==> src/rtl/vwrite_burst_if.sv <==
// Databus write port plus local two-port memory port of vwrite_burst.
// master = the write unit; slave = interconnect / memory side.
interface vwrite_burst_if #(
  parameter int ADDR_W     = 12,
  parameter int AXI_ADDR_W = 32,
  parameter int AXI_DATA_W = 32,
  parameter int LEN_W      = 8
);
  logic                    databus_ready_0;
  logic                    databus_valid_0;
  logic [AXI_ADDR_W-1:0]   databus_addr_0;
  logic [AXI_DATA_W-1:0]   databus_rdata_0;
  logic [AXI_DATA_W-1:0]   databus_wdata_0;
  logic [AXI_DATA_W/8-1:0] databus_wstrb_0;
  logic [LEN_W-1:0]        databus_len_0;
  logic                    databus_last_0;

  logic [ADDR_W-1:0]       ext_2p_addr_out_0;
  logic [ADDR_W-1:0]       ext_2p_addr_in_0;
  logic                    ext_2p_write_0;
  logic                    ext_2p_read_0;
  logic [AXI_DATA_W-1:0]   ext_2p_data_out_0;
  logic [AXI_DATA_W-1:0]   ext_2p_data_in_0;

  modport master (
    input  databus_ready_0, databus_rdata_0, databus_last_0, ext_2p_data_in_0,
    output databus_valid_0, databus_addr_0, databus_wdata_0, databus_wstrb_0,
           databus_len_0, ext_2p_addr_out_0, ext_2p_addr_in_0, ext_2p_write_0,
           ext_2p_read_0, ext_2p_data_out_0
  );

  modport slave (
    output databus_ready_0, databus_rdata_0, databus_last_0, ext_2p_data_in_0,
    input  databus_valid_0, databus_addr_0, databus_wdata_0, databus_wstrb_0,
           databus_len_0, ext_2p_addr_out_0, ext_2p_addr_in_0, ext_2p_write_0,
           ext_2p_read_0, ext_2p_data_out_0
  );
endinterface

==> src/rtl/vwrite_burst.sv <==
// Captures in0 into one ping-pong half of a local buffer and bursts the other half out on the databus; VWRITE_REVERSE_EN adds bit-reversed capture addressing.
// First beat 3 cycles after run; a 2-entry prefetch FIFO holds data under backpressure and gives 1 beat/cycle while ready stays high.
module vwrite_burst #(
  parameter int DATA_W     = 32,
  parameter int ADDR_W     = 12,
  parameter int PERIOD_W   = 10,
  parameter int AXI_ADDR_W = 32,
  parameter int AXI_DATA_W = 32,
  parameter int LEN_W      = 8
) (
  input  logic                  clk,
  input  logic                  rst,
  input  logic                  run,
  input  logic                  running,
  output logic                  done,
  vwrite_burst_if.master        bus,
  input  logic [DATA_W-1:0]     in0,
  input  logic [AXI_ADDR_W-1:0] ext_addr,
  input  logic [PERIOD_W-1:0]   perA,
  input  logic [ADDR_W-1:0]     incrA,
  input  logic [LEN_W-1:0]      length,
  input  logic                  pingPong,
  input  logic [PERIOD_W-1:0]   perB,
  input  logic [ADDR_W-1:0]     startB,
  input  logic [ADDR_W-1:0]     incrB,
  input  logic [31:0]           delay0,
  input  logic                  disabled
`ifdef VWRITE_REVERSE_EN
  ,
  input  logic                  reverseB
`endif
);

  typedef enum logic [1:0] {B_IDLE, B_DLY, B_WR} b_state_t;

  logic start;
  logic pp_state, pp_next;
  logic [ADDR_W-1:0] start_b_inst, start_a;

  logic                done_a, done_b;
  logic [AXI_ADDR_W-1:0] base_addr;

  b_state_t            b_state;
  logic [31:0]         b_dly;
  logic [PERIOD_W-1:0] b_cnt;
  logic [ADDR_W-1:0]   b_addr;
  logic                b_wr;

  logic [ADDR_W-1:0]   a_raddr;
  logic [PERIOD_W-1:0] a_issued;
  logic                rd_pend;
  logic                rd_en;
  logic [AXI_DATA_W-1:0] fifo_mem [2];
  logic                wr_ptr, rd_ptr;
  logic [1:0]          occ;
  logic [2:0]          fill_after_pop;
  logic                valid, pop, last_pop;

  wire unused_ok = &{1'b0, running, bus.databus_rdata_0};

  assign start   = run && !disabled;
  assign pp_next = pingPong ? !pp_state : 1'b0;
  assign start_b_inst = pingPong ? {pp_next, startB[ADDR_W-2:0]} : startB;
  assign start_a = {!pp_next, {(ADDR_W-1){1'b0}}};

  // Capture side: delay, then exactly perB back-to-back writes.
  always_ff @(posedge clk or negedge rst) begin
    if (!rst) begin
      b_state <= B_IDLE;
      done_b  <= 1'b1;
      b_dly   <= '0;
      b_cnt   <= '0;
      b_addr  <= '0;
      b_wr    <= 1'b0;
    end else if (start) begin
      done_b <= 1'b0;
      b_cnt  <= '0;
      b_addr <= start_b_inst;
      b_dly  <= delay0;
      if (perB != '0 && delay0 == 32'd0) begin
        b_wr    <= 1'b1;
        b_state <= B_WR;
      end else begin
        b_wr    <= 1'b0;
        b_state <= B_DLY;
      end
    end else begin
      case (b_state)
        B_DLY: begin
          if (perB == '0) begin
            done_b  <= 1'b1;
            b_state <= B_IDLE;
          end else if (b_dly <= 32'd1) begin
            b_wr    <= 1'b1;
            b_state <= B_WR;
          end else begin
            b_dly <= b_dly - 32'd1;
          end
        end
        B_WR: begin
          if (b_cnt == perB - 1'b1) begin
            b_wr    <= 1'b0;
            done_b  <= 1'b1;
            b_state <= B_IDLE;
          end else begin
            b_cnt  <= b_cnt + 1'b1;
            b_addr <= b_addr + incrB;
          end
        end
        default: b_state <= B_IDLE;
      endcase
    end
  end

`ifdef VWRITE_REVERSE_EN
  logic [ADDR_W-2:0] b_low_rev;
  always_comb begin
    b_low_rev = '0;
    for (int i = 0; i < ADDR_W-1; i++) b_low_rev[i] = b_addr[ADDR_W-2-i];
  end
  assign bus.ext_2p_addr_out_0 = reverseB ? {b_addr[ADDR_W-1], b_low_rev} : b_addr;
`else
  assign bus.ext_2p_addr_out_0 = b_addr;
`endif

  assign bus.ext_2p_write_0    = b_wr;
  assign bus.ext_2p_data_out_0 = in0;

  // A pop this cycle frees a slot, so the next read may issue without a bubble.
  assign valid          = (occ != 2'd0) && !done_a;
  assign pop            = valid && bus.databus_ready_0;
  assign last_pop       = pop && bus.databus_last_0;
  assign fill_after_pop = {1'b0, occ} + {2'b0, rd_pend} - {2'b0, pop};
  assign rd_en          = !done_a && (a_issued < perA) && (fill_after_pop < 3'd2);

  always_ff @(posedge clk or negedge rst) begin
    if (!rst) begin
      done_a      <= 1'b1;
      base_addr   <= '0;
      pp_state    <= 1'b0;
      a_raddr     <= '0;
      a_issued    <= '0;
      rd_pend     <= 1'b0;
      wr_ptr      <= 1'b0;
      rd_ptr      <= 1'b0;
      occ         <= 2'd0;
      fifo_mem[0] <= '0;
      fifo_mem[1] <= '0;
    end else if (start) begin
      done_a    <= 1'b0;
      base_addr <= ext_addr;
      pp_state  <= pp_next;
      a_raddr   <= start_a;
      a_issued  <= '0;
      rd_pend   <= 1'b0;
      wr_ptr    <= 1'b0;
      rd_ptr    <= 1'b0;
      occ       <= 2'd0;
    end else if (last_pop) begin
      // Burst complete: drop buffered words and any read still returning.
      done_a  <= 1'b1;
      rd_pend <= 1'b0;
      wr_ptr  <= 1'b0;
      rd_ptr  <= 1'b0;
      occ     <= 2'd0;
    end else begin
      if (!done_a && perA == '0) done_a <= 1'b1;
      rd_pend <= rd_en;
      if (rd_en) begin
        a_raddr  <= a_raddr + incrA;
        a_issued <= a_issued + 1'b1;
      end
      if (rd_pend) begin
        fifo_mem[wr_ptr] <= bus.ext_2p_data_in_0;
        wr_ptr           <= ~wr_ptr;
      end
      if (pop) rd_ptr <= ~rd_ptr;
      occ <= occ + {1'b0, rd_pend} - {1'b0, pop};
    end
  end

  assign bus.ext_2p_read_0    = rd_en;
  assign bus.ext_2p_addr_in_0 = a_raddr;
  assign bus.databus_valid_0  = valid;
  assign bus.databus_wdata_0  = fifo_mem[rd_ptr];
  assign bus.databus_addr_0   = base_addr;
  assign bus.databus_wstrb_0  = '1;
  assign bus.databus_len_0    = length;

  assign done = done_a & done_b;

endmodule

==> src/flat_wrapper.sv <==
// flat-port wrapper written by rule: the top's interface ports become plain ports
module vwrite_burst_flat 
#(
  parameter int DATA_W     = 32,
  parameter int ADDR_W     = 12,
  parameter int PERIOD_W   = 10,
  parameter int AXI_ADDR_W = 32,
  parameter int AXI_DATA_W = 32,
  parameter int LEN_W      = 8
)
  (clk, rst, run, running, done, in0, ext_addr, perA, incrA, length, pingPong, perB, startB, incrB, delay0, disabled, bus_databus_ready_0, bus_databus_rdata_0, bus_databus_last_0, bus_ext_2p_data_in_0, bus_databus_valid_0, bus_databus_addr_0, bus_databus_wdata_0, bus_databus_wstrb_0, bus_databus_len_0, bus_ext_2p_addr_out_0, bus_ext_2p_addr_in_0, bus_ext_2p_write_0, bus_ext_2p_read_0, bus_ext_2p_data_out_0);
  vwrite_burst_if #(.ADDR_W(ADDR_W), .AXI_ADDR_W(AXI_ADDR_W), .AXI_DATA_W(AXI_DATA_W), .LEN_W(LEN_W)) bus_i ();
  input  logic clk;
  input  logic rst;
  input  logic run;
  input  logic running;
  output logic done;
  input  logic [DATA_W-1:0] in0;
  input  logic [AXI_ADDR_W-1:0] ext_addr;
  input  logic [PERIOD_W-1:0] perA;
  input  logic [ADDR_W-1:0] incrA;
  input  logic [LEN_W-1:0] length;
  input  logic pingPong;
  input  logic [PERIOD_W-1:0] perB;
  input  logic [ADDR_W-1:0] startB;
  input  logic [ADDR_W-1:0] incrB;
  input  logic [31:0] delay0;
  input  logic disabled;
  input wire logic [$bits(bus_i.databus_ready_0)-1:0] bus_databus_ready_0;
  input wire logic [$bits(bus_i.databus_rdata_0)-1:0] bus_databus_rdata_0;
  input wire logic [$bits(bus_i.databus_last_0)-1:0] bus_databus_last_0;
  input wire logic [$bits(bus_i.ext_2p_data_in_0)-1:0] bus_ext_2p_data_in_0;
  output wire logic [$bits(bus_i.databus_valid_0)-1:0] bus_databus_valid_0;
  output wire logic [$bits(bus_i.databus_addr_0)-1:0] bus_databus_addr_0;
  output wire logic [$bits(bus_i.databus_wdata_0)-1:0] bus_databus_wdata_0;
  output wire logic [$bits(bus_i.databus_wstrb_0)-1:0] bus_databus_wstrb_0;
  output wire logic [$bits(bus_i.databus_len_0)-1:0] bus_databus_len_0;
  output wire logic [$bits(bus_i.ext_2p_addr_out_0)-1:0] bus_ext_2p_addr_out_0;
  output wire logic [$bits(bus_i.ext_2p_addr_in_0)-1:0] bus_ext_2p_addr_in_0;
  output wire logic [$bits(bus_i.ext_2p_write_0)-1:0] bus_ext_2p_write_0;
  output wire logic [$bits(bus_i.ext_2p_read_0)-1:0] bus_ext_2p_read_0;
  output wire logic [$bits(bus_i.ext_2p_data_out_0)-1:0] bus_ext_2p_data_out_0;
  assign bus_i.databus_ready_0 = bus_databus_ready_0;
  assign bus_i.databus_rdata_0 = bus_databus_rdata_0;
  assign bus_i.databus_last_0 = bus_databus_last_0;
  assign bus_i.ext_2p_data_in_0 = bus_ext_2p_data_in_0;
  assign bus_databus_valid_0 = bus_i.databus_valid_0;
  assign bus_databus_addr_0 = bus_i.databus_addr_0;
  assign bus_databus_wdata_0 = bus_i.databus_wdata_0;
  assign bus_databus_wstrb_0 = bus_i.databus_wstrb_0;
  assign bus_databus_len_0 = bus_i.databus_len_0;
  assign bus_ext_2p_addr_out_0 = bus_i.ext_2p_addr_out_0;
  assign bus_ext_2p_addr_in_0 = bus_i.ext_2p_addr_in_0;
  assign bus_ext_2p_write_0 = bus_i.ext_2p_write_0;
  assign bus_ext_2p_read_0 = bus_i.ext_2p_read_0;
  assign bus_ext_2p_data_out_0 = bus_i.ext_2p_data_out_0;
  vwrite_burst #(.DATA_W(DATA_W), .ADDR_W(ADDR_W), .PERIOD_W(PERIOD_W), .AXI_ADDR_W(AXI_ADDR_W), .AXI_DATA_W(AXI_DATA_W), .LEN_W(LEN_W)) u_core (.clk(clk), .rst(rst), .run(run), .running(running), .done(done), .bus(bus_i), .in0(in0), .ext_addr(ext_addr), .perA(perA), .incrA(incrA), .length(length), .pingPong(pingPong), .perB(perB), .startB(startB), .incrB(incrB), .delay0(delay0), .disabled(disabled));
endmodule
==> config.mk <==
export PLATFORM = sky130hd
export DESIGN_NAME = vwrite_burst_flat
export DESIGN_NICKNAME = d
export VERILOG_FILES = /design/src/rtl/vwrite_burst_if.sv /design/src/rtl/vwrite_burst.sv /design/src/flat_wrapper.sv
export SDC_FILE = /design/constraint.sdc
export NUM_CORES = 1
export LEC_CHECK = 0
export ABC_AREA = 1
export BUFFER_PORTS_ARGS = -buffer_cell sky130_fd_sc_hd__buf_4
export CORE_MARGIN = 2
export CORE_UTILIZATION = 52
export CTS_CLUSTER_SIZE = 14
export DETAILED_ROUTE_END_ITERATION = 7
export PLACE_DENSITY = 0.84
export SYNTH_ARGS = -nofsm -noshare
export SYNTH_HDL_FRONTEND = slang
export SYNTH_SLANG_ARGS = --single-unit
==> constraint.sdc <==
create_clock -name clk -period 3.7 [get_ports clk]
set_input_delay 0.37 -clock clk [delete_from_list [all_inputs] [get_ports clk]]
set_output_delay 0.37 -clock clk [all_outputs]
set_load 0.02 [all_outputs]
==> impl_results.html, run 1 <==
<table>
<tr><th>Metric</th><th>Value</th></tr>
<tr><th colspan="2">Floorplanning</th></tr>
<tr><td>Core Box Area</td><td>0.0210 mm^2</td></tr>
<tr><td>Die Y-Extent</td><td>150 um</td></tr>
<tr><td>Site row count</td><td>53</td></tr>
<tr><td>Die Span X</td><td>150 um</td></tr>
<tr><td>IO Pins</td><td>368</td></tr>
<tr><td>Starting density of the core</td><td>52.8%</td></tr>
<tr><td>Full die area</td><td>0.0224 mm^2</td></tr>
<tr><th colspan="2">Critical path</th></tr>
<tr><td>Worst flop-to-flop path endpoint</td><td>u_core.a_issued[7]</td></tr>
<tr><td>Crit path kind</td><td>reg2out</td></tr>
<tr><td>Cells along the critical path</td><td>nor2_1 &gt; nor2_1 &gt; nand2_1 &gt; inv_2 &gt; ha_1 &gt; inv_1 &gt; ha_1 &gt; inv_1 &gt; fa_1 &gt; inv_1 &gt; nor2_1 &gt; and3_1 &gt; buf_4</td></tr>
<tr><td>RR Startpoint</td><td>u_core.occ[1]</td></tr>
<tr><td>Worst reg2reg path depth</td><td>15</td></tr>
<tr><td>Critical path endpoint</td><td>bus_ext_2p_read_0</td></tr>
<tr><td>Critical Path Start Type</td><td>register</td></tr>
<tr><td>Maximum fanout encountered on the critical timing path</td><td>3</td></tr>
<tr><td>Peak per-stage delay on the critical path</td><td>0.52 ns</td></tr>
<tr><td>Worst setup slack for register-to-register paths</td><td>0.66 ns</td></tr>
<tr><td>Worst EP required</td><td>3.33 ns</td></tr>
<tr><td>Setup crit end kind</td><td>output pin</td></tr>
<tr><td>Beginning of the critical path</td><td>u_core.occ[1]</td></tr>
<tr><td>Slowest cell on the critical path</td><td>sky130_fd_sc_hd__fa_1</td></tr>
<tr><td>Worst path arrival time</td><td>2.74 ns</td></tr>
<tr><th colspan="2">CTS</th></tr>
<tr><td>Buffer depth of the longest clock path</td><td>2</td></tr>
<tr><td>Clock buffer count from CTS</td><td>17</td></tr>
<tr><td>Clock Sink Count</td><td>183</td></tr>
<tr><td>CTS tree</td><td>built</td></tr>
<tr><td>H-tree depth</td><td>4</td></tr>
<tr><td>Clock network latency to the later pin of the worst-skew pair</td><td>0.43 ns</td></tr>
<tr><td>Post-CTS Repair Setup Buffers</td><td>0</td></tr>
<tr><td>Total of hold buffers inserted after clock tree synthesis</td><td>0</td></tr>
<tr><td>Post-CTS clock slew at the launch and capture registers of the worst setup and hold paths</td><td>0.07 ns</td></tr>
<tr><td>Post-CTS resize count</td><td>0</td></tr>
<tr><td>Root buffer selected by CTS</td><td>sky130_fd_sc_hd__clkbuf_16</td></tr>
<tr><th colspan="2">Yosys</th></tr>
<tr><td>Async SR Flop Fraction</td><td>100%</td></tr>
<tr><td>Number of distinct library cell variants in the gate-level netlist after synthesis</td><td>47</td></tr>
<tr><td>Cells after synthesis</td><td>1,437</td></tr>
<tr><td>EDFF count, synth</td><td>0</td></tr>
<tr><td>Fraction of synthesized cell area taken by the top area cell type</td><td>41.0%</td></tr>
<tr><td>Fraction of the yosys area taken by sequential cells</td><td>41.4%</td></tr>
<tr><td>Primary flip-flop cell chosen by synthesis mapping</td><td>sky130_fd_sc_hd__dfrtp_1</td></tr>
<tr><td>Most area-consuming cells after synthesis</td><td>sky130_fd_sc_hd__dfrtp_1, sky130_fd_sc_hd__nand2_1, sky130_fd_sc_hd__ha_1, sky130_fd_sc_hd__nand3_1, sky130_fd_sc_hd__inv_1</td></tr>
<tr><td>Mean post-synth cell area</td><td>7.69 um^2</td></tr>
<tr><td>Library cell with the highest instance count after synthesis</td><td>sky130_fd_sc_hd__nand2_1</td></tr>
<tr><td>Top cell type by total area after synthesis</td><td>sky130_fd_sc_hd__dfrtp_1</td></tr>
<tr><td>Yosys warnings</td><td>0</td></tr>
<tr><td>Count of state elements after synthesis</td><td>183</td></tr>
<tr><td>Synthesized area</td><td>0.0111 mm^2</td></tr>
<tr><td>Top post-synthesis cells by count</td><td>sky130_fd_sc_hd__nand2_1, sky130_fd_sc_hd__dfrtp_1, sky130_fd_sc_hd__inv_1</td></tr>
<tr><th colspan="2">Global route</th></tr>
<tr><td>Gr ovfl total</td><td>0</td></tr>
<tr><td>Number of antenna violations at the first check in global routing</td><td>0</td></tr>
<tr><td>First-pass GRT wire length</td><td>45,700 um</td></tr>
<tr><td>Total Routing Usage GR</td><td>25.1%</td></tr>
<tr><td>Largest net degree at the start of global routing</td><td>106</td></tr>
<tr><td>Number of global-route vias before repair</td><td>9,729</td></tr>
<tr><th colspan="2">Detailed routing</th></tr>
<tr><td>Detailed Route WL</td><td>28,000 um</td></tr>
<tr><td>Vias post-DR</td><td>10,000</td></tr>
<tr><td>Antenna-violating nets left</td><td>0</td></tr>
<tr><td>Post-DR wirelength/cell</td><td>14.6 um</td></tr>
<tr><td>Total iterations of the first detailed-routing run</td><td>6</td></tr>
<tr><td>Ratio of routed vias to standard cells</td><td>5.22</td></tr>
<tr><td>Violation count after the first detailed-routing iteration</td><td>681</td></tr>
<tr><td>Number of remaining DRC errors</td><td>0</td></tr>
<tr><th colspan="2">Final layout</th></tr>
<tr><td>Share of cells above drive strength 1</td><td>22.0%</td></tr>
<tr><td>Antenna diode count</td><td>0</td></tr>
<tr><td>Area Overhead vs Synth</td><td>21.4%</td></tr>
<tr><td>Final layout net count</td><td>1,908</td></tr>
<tr><th colspan="2">STA</th></tr>
<tr><td>Final min period</td><td>3.11 ns</td></tr>
<tr><td>RSZ-0062 raised after global routing</td><td>false</td></tr>
<tr><td>Final worst hold slack</td><td>0.0333 ns</td></tr>
<tr><td>Total negative slack for setup checks</td><td>0 ns</td></tr>
<tr><td>Final count of pins violating max slew</td><td>0</td></tr>
<tr><td>Layout Skew</td><td>0.0132 ns</td></tr>
<tr><td>Tightest slew margin relative to the limit</td><td>28.6%</td></tr>
<tr><td>Worst Max-Slew Pin Slew</td><td>1.07 ns</td></tr>
<tr><td>Highest attainable clock frequency</td><td>321 MHz</td></tr>
<tr><td>Final Hold Violating Endpoints</td><td>0</td></tr>
<tr><td>Post-route clock period utilization</td><td>84.1%</td></tr>
<tr><td>Endpoints failing setup</td><td>0</td></tr>
<tr><th colspan="2">Run</th></tr>
<tr><td>Max_cap viols</td><td>0</td></tr>
<tr><th colspan="2">Power and ir drop</th></tr>
<tr><td>Total power after layout</td><td>9.44 mW</td></tr>
<tr><td>Power per cell area</td><td>703 mW/mm^2</td></tr>
<tr><td>Leak pwr</td><td>6.93 nW</td></tr>
<tr><td>Largest vdd supply drop</td><td>390 uV</td></tr>
<tr><th colspan="2">Status</th></tr>
<tr><td>Result of the run</td><td>complete, no violations</td></tr>
<tr><th colspan="2">Placement</th></tr>
<tr><td>Routability-driven placement congestion ratio</td><td>0.880</td></tr>
<tr><td>Hpwl dp</td><td>20,600 um</td></tr>
<tr><td>Number of input and output port buffers inserted</td><td>250</td></tr>
<tr><th colspan="2">Min path</th></tr>
<tr><td>Min-delay worst type</td><td>in2async</td></tr>
</table>
## through the flow
| step | util (%) | instances | setup slack [ns] | cell area (um^2) |
|---|---|---|---|---|
| floorplan | - | 1440 | 0.857 | 11100 |
| global placement | 61.3 | 1888 | 0.724 | 12800 |
| detailed placement | 61.3 | 1888 | 0.684 | 12800 |
| CTS | 64.0 | 1919 | 0.571 | 13400 |
| global route | 64.0 | 1919 | 0.324 | 13400 |
| finish | 64.0 | 1919 | 0.587 | 13400 |
## logic make-up after synthesis
family	share of synthesized area (%)
muxes	3.26
xor gates and xnor gates	5.07
buffers and inverters	9.38
other	0.0339
adders and majority gates	5.18
AOI/OAI and AO/OA	7.64
DFF	41.4
and+or+nand+nor	28.0
## critical path, delay by kind of cell (launching register included)
| kind | cells | cell delay (ns) |
|---|---|---|
| simple gates | 5 | 0.64 |
| flops | 1 | 0.43 |
| buf+inv | 5 | 0.35 |
| fa+ha+maj | 3 | 0.91 |
## state kept, by name, summed over array words and instances (netlist names)
| register | flops |
|---|---|
| u_core.b_cnt | 10 |
| u_core.bus.ext_2p_addr_in_0 | 12 |
| u_core.b_state | 2 |
| u_core.occ | 2 |
| u_core.bus.ext_2p_write_0 | 1 |
| u_core.rd_pend | 1 |
| u_core.wr_ptr | 1 |
| u_core.rd_ptr | 1 |
| u_core.bus.databus_addr_0 | 32 |
| u_core.a_issued | 10 |
| u_core.fifo_mem | 64 |
| u_core.done_b | 1 |
| u_core.pp_state | 1 |
| u_core.done_a | 1 |
| u_core.b_dly | 32 |
| u_core.bus.ext_2p_addr_out_0 | 12 |
## per-layer routing
| metal | track usage, % | part of all wire [%] | vias up |
|---|---|---|---|
| li1 | - | - | 4938 |
| met1 | 32.1 | 43 | 4729 |
| met2 | 42.7 | 50 | 316 |
| met3 | 5.00 | 6.0 | 43 |
| met4 | 8.07 | 1.9 | 0 |
| met5 | 0 | 0 | - |
## placed cells by master (no fill, tap or decap), drive strengths merged
cell / Yosys / final
nor2: 123 / 123
o21bai: 3 / 3
mux2: 32 / 32
o21ai: 101 / 101
and3: 1 / 1
nand3b: 2 / 2
o2111ai: 1 / 1
o211a: 1 / 1
nor3b: 3 / 3
xnor2: 18 / 18
a31oi: 3 / 3
nand3: 95 / 95
ha: 41 / 41
nor3: 12 / 12
o21a: 1 / 1
xor2: 46 / 46
fa: 3 / 3
a21oi: 32 / 32
buf: 68 / 263
dfrtp: 181 / 181
a211o: 1 / 1
nor4: 10 / 10
inv: 126 / 135
clkinv: 0 / 4
clkbuf: 23 / 18
nand4: 12 / 12
nand2: 482 / 482
o22ai: 2 / 2
clkinvlp: 0 / 1
o211ai: 7 / 7
conb: 1 / 4
dfstp: 2 / 2
or2: 3 / 3
a211oi: 1 / 1
## worst min path at each step
stage,startpoint,end,cells after the start
after floorplan,rst,u_core.a_issued[0],0
after global placement,u_core.bus.databus_addr_0[12],u_core.bus.databus_addr_0[12],2
after detailed placement,u_core.bus.databus_addr_0[20],u_core.bus.databus_addr_0[20],2
after CTS,rst,u_core.fifo_mem[54],1
after global routing,rst,u_core.fifo_mem[54],1
final,rst,u_core.fifo_mem[54],1
## layout make-up
class                   instances  area (um^2)
fillers                      1820         7530
well taps                     275          344
flip-flops and latches        183         4580
repair buffers                264         1990
multi-input cells            1040         5460
clock inverters                14          149
inverters                     126          473
clock buffers                  17          425
## power breakdown
part | internal [mW] | switching (mW)
logic | 1.77 | 2.58
clock network | 0.903 | 0.891
registers | 2.73 | 0.563
Power figures use the tool's default switching activity.
==> run 2: changes to the inputs <==
--- a/config.mk
+++ b/config.mk
@@ -5,13 +5,13 @@
 export SDC_FILE = /design/constraint.sdc
 export NUM_CORES = 1
 export LEC_CHECK = 0
-export ABC_AREA = 1
+export ABC_AREA = 0
 export BUFFER_PORTS_ARGS = -buffer_cell sky130_fd_sc_hd__buf_4
 export CORE_MARGIN = 2
-export CORE_UTILIZATION = 52
+export CORE_UTILIZATION = 46
 export CTS_CLUSTER_SIZE = 14
 export DETAILED_ROUTE_END_ITERATION = 7
-export PLACE_DENSITY = 0.84
+export PLACE_DENSITY = 0.8
 export SYNTH_ARGS = -nofsm -noshare
 export SYNTH_HDL_FRONTEND = slang
 export SYNTH_SLANG_ARGS = --single-unit
==> constraint.sdc (replaced) <==
create_clock -name clk -period 2.85 [get_ports clk]
set_input_delay 0.285 -clock clk [delete_from_list [all_inputs] [get_ports clk]]
set_output_delay 0.285 -clock clk [all_outputs]
set_load 0.02 [all_outputs]
==> run 2 against run 1 <==
The flow now finishes with violations (setup timing). Non-clock buffer count rose by 27. Sequential power grew 23%. Sequential share of layout area is 0.42 points higher. Worst setup slack got worse by 0.66 ns. Synthesized area fell by 5.9%. Worst hold slack improved by 0.0035 ns. Die area increased by 6.2%. First-iteration DRC count decreased by 42%.
==> impl_results.html, run 2 <==
<table>
<tr><th>Metric</th><th>Value</th></tr>
<tr><th colspan="2">Status</th></tr>
<tr><td>Result of the run</td><td>finished with violations</td></tr>
<tr><td>Failing checks</td><td>setup timing</td></tr>
<tr><th colspan="2">Final layout</th></tr>
<tr><td>Cell area after layout</td><td>0.0133 mm^2 (-1.2%)</td></tr>
<tr><td>Share of cells above drive strength 1</td><td>36.1% (+14 points)</td></tr>
<tr><td>Final layout net count</td><td>1,549 (-19%)</td></tr>
<tr><td>Top register by number of flip-flops</td><td>u_core.fifo_mem</td></tr>
<tr><td>FILL cells</td><td>1,888 (+3.7%)</td></tr>
<tr><td>Most frequent cells in the layout</td><td>sky130_fd_sc_hd__buf_4, sky130_fd_sc_hd__dfrtp_1, sky130_fd_sc_hd__nand2_1</td></tr>
<tr><td>Max reg flops</td><td>64 (unchanged)</td></tr>
<tr><td>Core utilization of the finished layout</td><td>59.1% (-4.9 points)</td></tr>
<tr><td>Most frequent standard cell in the layout excluding fill and tap cells</td><td>sky130_fd_sc_hd__buf_4</td></tr>
<tr><td>Area Overhead vs Synth</td><td>27.4%</td></tr>
<tr><td>Antenna diode count</td><td>0 (unchanged)</td></tr>
<tr><th colspan="2">Detailed routing</th></tr>
<tr><td>Violation count after the first detailed-routing iteration</td><td>394 (-42%)</td></tr>
<tr><td>Vias post-DR</td><td>8,392 (-16%)</td></tr>
<tr><td>Ratio of routed vias to standard cells</td><td>5.34 (+2.2%)</td></tr>
<tr><td>Post-DR wirelength/cell</td><td>16.8 um (+15%)</td></tr>
<tr><td>Detailed Route WL</td><td>26,400 um (-5.6%)</td></tr>
<tr><td>Total iterations of the first detailed-routing run</td><td>4 (-2)</td></tr>
<tr><td>Antenna-violating nets left</td><td>0 (unchanged)</td></tr>
<tr><td>Number of remaining DRC errors</td><td>0 (unchanged)</td></tr>
<tr><th colspan="2">Yosys</th></tr>
<tr><td>Fraction of synthesized cell area taken by the top area cell type</td><td>43.5% (+2.6 points)</td></tr>
<tr><td>Top cell type by total area after synthesis</td><td>sky130_fd_sc_hd__dfrtp_1</td></tr>
<tr><td>Synthesized area</td><td>0.0104 mm^2 (-5.9%)</td></tr>
<tr><td>Mean post-synth cell area</td><td>9.93 um^2 (+29%)</td></tr>
<tr><td>Top post-synthesis cells by count</td><td>sky130_fd_sc_hd__dfrtp_1, sky130_fd_sc_hd__nand2_1, sky130_fd_sc_hd__mux2_2</td></tr>
<tr><td>Library cell with the highest instance count after synthesis</td><td>sky130_fd_sc_hd__dfrtp_1</td></tr>
<tr><td>Number of distinct library cell variants in the gate-level netlist after synthesis</td><td>73 (+55%)</td></tr>
<tr><td>Yosys warnings</td><td>0 (unchanged)</td></tr>
<tr><td>XOR/XNOR share of the synthesized area</td><td>5.39% (+0.32 points)</td></tr>
<tr><td>Simple logic cell fraction of the synthesized area</td><td>16.6% (-11 points)</td></tr>
<tr><td>Arithmetic-cell share of the synthesized area counting full adders, half adders and majority gates</td><td>5.51% (+0.32 points)</td></tr>
<tr><td>Most area-consuming cells after synthesis</td><td>sky130_fd_sc_hd__dfrtp_1, sky130_fd_sc_hd__mux2_2, sky130_fd_sc_hd__nand2_1, sky130_fd_sc_hd__ha_1, sky130_fd_sc_hd__xnor2_1</td></tr>
<tr><td>Primary flip-flop cell chosen by synthesis mapping</td><td>sky130_fd_sc_hd__dfrtp_1</td></tr>
<tr><td>Main combinational cell family by area after synthesis</td><td>simple AND/OR/NAND/NOR gates</td></tr>
<tr><td>Cells after synthesis</td><td>1,048 (-27%)</td></tr>
<tr><td>Async SR Flop Fraction</td><td>100% (unchanged)</td></tr>
<tr><td>Fraction of the yosys area taken by sequential cells</td><td>44.0% (+2.6 points)</td></tr>
<tr><td>Share of cell area taken by muxes after synthesis</td><td>11.7% (+8.5 points)</td></tr>
<tr><td>Compound-cell area share of the yosys netlist</td><td>10.6% (+3.0 points)</td></tr>
<tr><td>EDFF count, synth</td><td>0 (unchanged)</td></tr>
<tr><td>Count of state elements after synthesis</td><td>183 (unchanged)</td></tr>
<tr><th colspan="2">Critical path</th></tr>
<tr><td>Slowest cell on the critical path</td><td>sky130_fd_sc_hd__dfstp_2</td></tr>
<tr><td>Cells along the critical path</td><td>nor2_2 &gt; and2_4 &gt; ha_4 &gt; inv_4 &gt; ha_4 &gt; inv_2 &gt; fa_2 &gt; o2111ai_2 &gt; a21oi_2 &gt; buf_4 &gt; o21ai_2 &gt; or4_1 &gt; a31oi_1</td></tr>
<tr><td>Most frequent cell on the critical path</td><td>sky130_fd_sc_hd__ha_4</td></tr>
<tr><td>Setup crit end kind</td><td>register</td></tr>
<tr><td>Worst EP required</td><td>3.20 ns (-0.13 ns)</td></tr>
<tr><td>Critical Path Start Type</td><td>register</td></tr>
<tr><td>CP delay by family, top</td><td>adder cells</td></tr>
<tr><td>Crit path kind</td><td>reg2reg</td></tr>
<tr><td>Bufs and invs on worst path</td><td>3 (-2)</td></tr>
<tr><td>Worst path arrival time</td><td>3.28 ns (+0.54 ns)</td></tr>
<tr><td>Maximum fanout encountered on the critical timing path</td><td>4 (+1)</td></tr>
<tr><td>Peak per-stage delay on the critical path</td><td>0.56 ns (+0.04 ns)</td></tr>
<tr><th colspan="2">Placement</th></tr>
<tr><td>Dpl cell area</td><td>0.0125 mm^2 (-2.8%)</td></tr>
<tr><td>Number of input and output port buffers inserted</td><td>250 (unchanged)</td></tr>
<tr><td>Routability-driven placement congestion ratio</td><td>0.865 (-1.7%)</td></tr>
<tr><td>Hpwl dp</td><td>19,200 um (-6.5%)</td></tr>
<tr><th colspan="2">STA</th></tr>
<tr><td>Total negative slack for setup checks</td><td>-0.247 ns (-0.247 ns)</td></tr>
<tr><td>Final min period</td><td>2.92 ns</td></tr>
<tr><td>Final count of pins violating max slew</td><td>0 (unchanged)</td></tr>
<tr><td>Layout Skew</td><td>0.0162 ns (+0.00302 ns)</td></tr>
<tr><td>Worst Max-Slew Pin Slew</td><td>0.854 ns (-0.216 ns)</td></tr>
<tr><td>Tightest slew margin relative to the limit</td><td>42.5% (+14 points)</td></tr>
<tr><td>RSZ-0062 raised after global routing</td><td>true</td></tr>
<tr><td>Post-route clock period utilization</td><td>103%</td></tr>
<tr><td>Setup ws final</td><td>-0.0746 ns (-0.662 ns)</td></tr>
<tr><td>Final worst hold slack</td><td>0.0368 ns (+0.00350 ns)</td></tr>
<tr><td>Highest attainable clock frequency</td><td>342 MHz</td></tr>
<tr><td>Endpoints failing setup</td><td>8 (+8)</td></tr>
<tr><td>Final Hold Violating Endpoints</td><td>0 (unchanged)</td></tr>
<tr><th colspan="2">Floorplanning</th></tr>
<tr><td>Full die area</td><td>0.0238 mm^2 (+6.2%)</td></tr>
<tr><td>Core Box Area</td><td>0.0224 mm^2 (+7.1%)</td></tr>
<tr><td>Starting density of the core</td><td>46.4% (-6.4 points)</td></tr>
<tr><td>Site row count</td><td>55 (+3.8%)</td></tr>
<tr><td>Die Span X</td><td>154 um (+3.1%)</td></tr>
<tr><td>IO Pins</td><td>368 (unchanged)</td></tr>
<tr><td>Die Y-Extent</td><td>154 um (+3.1%)</td></tr>
<tr><th colspan="2">CTS</th></tr>
<tr><td>Buffer depth of the longest clock path</td><td>2 (unchanged)</td></tr>
<tr><td>Clock buffer count from CTS</td><td>17 (unchanged)</td></tr>
<tr><td>Root buffer selected by CTS</td><td>sky130_fd_sc_hd__clkbuf_16</td></tr>
<tr><td>H-tree depth</td><td>4 (unchanged)</td></tr>
<tr><td>Clock Sink Count</td><td>183 (unchanged)</td></tr>
<tr><td>Clock network latency to the later pin of the worst-skew pair</td><td>0.43 ns (about the same)</td></tr>
<tr><td>Post-CTS clock slew at the launch and capture registers of the worst setup and hold paths</td><td>0.08 ns (about the same)</td></tr>
<tr><td>CTS tree</td><td>built</td></tr>
<tr><th colspan="2">Power and ir drop</th></tr>
<tr><td>Largest vdd supply drop</td><td>463 uV (+19%)</td></tr>
<tr><td>Power per cell area</td><td>941 mW/mm^2 (+34%)</td></tr>
<tr><td>Leak pwr</td><td>6.15 nW (-11%)</td></tr>
<tr><td>Total power after layout</td><td>12.5 mW (+32%)</td></tr>
<tr><th colspan="2">Global route</th></tr>
<tr><td>Number of global-route vias before repair</td><td>8,834 (-9.2%)</td></tr>
<tr><td>Largest net degree at the start of global routing</td><td>141 (+33%)</td></tr>
<tr><td>Total Routing Usage GR</td><td>22.4% (-2.7 points)</td></tr>
<tr><td>Number of antenna violations at the first check in global routing</td><td>0 (unchanged)</td></tr>
<tr><td>First-pass GRT wire length</td><td>43,100 um (-5.7%)</td></tr>
<tr><td>Gr ovfl total</td><td>0 (unchanged)</td></tr>
<tr><th colspan="2">Min path</th></tr>
<tr><td>Min-delay worst type</td><td>in2reg</td></tr>
<tr><th colspan="2">Run</th></tr>
<tr><td>Max_cap viols</td><td>0 (unchanged)</td></tr>
</table>
==> run 2: logic make-up after synthesis <==
| logic type | Yosys count |
|---|---|
| and+or+nand+nor | 365 |
| DFF | 183 |
| AOI/OAI and AO/OA | 161 |
| buffers and inverters | 120 |
| muxes | 110 |
| xor gates and xnor gates | 64 |
| adders and majority gates | 44 |
| other | 1 |
==> run 2: where the power goes <==
| part | internal, mW | switching [mW] | leakage [nW] | total, mW |
|---|---|---|---|---|
| Sequential | 3.46 | 0.586 | 2.27 | 4.04 |
| Clock | 1.19 | 1.18 | 0.290 | 2.37 |
| Combinational | 3.02 | 3.04 | 3.59 | 6.07 |
| Total | 7.67 | 4.81 | 6.15 | 12.5 |
==> run 2: worst paths after layout <==
| path | slack, ns | endpoint | depth (start not counted) | start |
|---|---|---|---|---|
| setup / recovery | -0.07 | u_core.bus.ext_2p_addr_in_0[11] | 13 | u_core.done_a |
| hold / removal | 0.04 | u_core.bus.databus_addr_0[2] | 3 | ext_addr[2] |
| setup reg to reg | -0.07 | u_core.bus.ext_2p_addr_in_0[11] | 13 | u_core.done_a |
| hold reg to reg | 0.47 | u_core.pp_state | 1 | u_core.pp_state |
| max in group asynchronous | 1.47 | u_core.b_dly[30] | 3 | rst |
| min in group asynchronous | 0.47 | u_core.fifo_mem[47] | 2 | rst |
==> run 2: cell type report <==
| cell class | count | area (um^2) | share of cell area [%] |
|---|---|---|---|
| Clock buffer | 17 | 425 | 3.21 |
| Clock inverter | 15 | 178 | 1.34 |
| Inverter | 32 | 123 | 0.925 |
| Multi-Input combinational cell | 748 | 5320 | 40.1 |
| Sequential cell | 183 | 4580 | 34.6 |
| Tap cell | 285 | 357 | 2.69 |
| Timing Repair Buffer | 291 | 2280 | 17.2 |
==> run 2: layer usage <==
metal  track usage, %  part of all wire (%)  routed length, um  vias up
met2             38.9                    50              13200      233
met1             27.5                    42              11200     4046
met4             8.91                   2.3                616        0
li1                 -                     -                  -     4076
met5                0                     0                  0        -
met3             4.54                   5.5               1460       37
==> run 2: tightest hold or removal path: stages <==
cell and delay, ns:
sky130_fd_sc_hd__buf_4 0.07, sky130_fd_sc_hd__nand2_1 0.04, sky130_fd_sc_hd__nand2_1 0.04
==> run 2: stage by stage <==
| stage | setup slack, ns | std cells |
|---|---|---|
| after floorplan | -0.161 | 1051 |
| after global placement | -0.0119 | 1528 |
| after detailed placement | -0.0917 | 1528 |
| after CTS | -0.0529 | 1564 |
| after global routing | -0.180 | 1571 |
| final | -0.0746 | 1571 |
==> run 2: repair_timing <==
| action | in CTS | in global routing |
|---|---|---|
| pin swaps | 5 | 6 |
| setup endpoints to repair | 8 | 16 |
| resized for setup | 2 | 15 |
| hold buffers | 1 | 0 |
| buffers inserted | 3 | 6 |
| cloned | 0 | 1 |
| endpoints found under the hold margin | 80 | 0 |
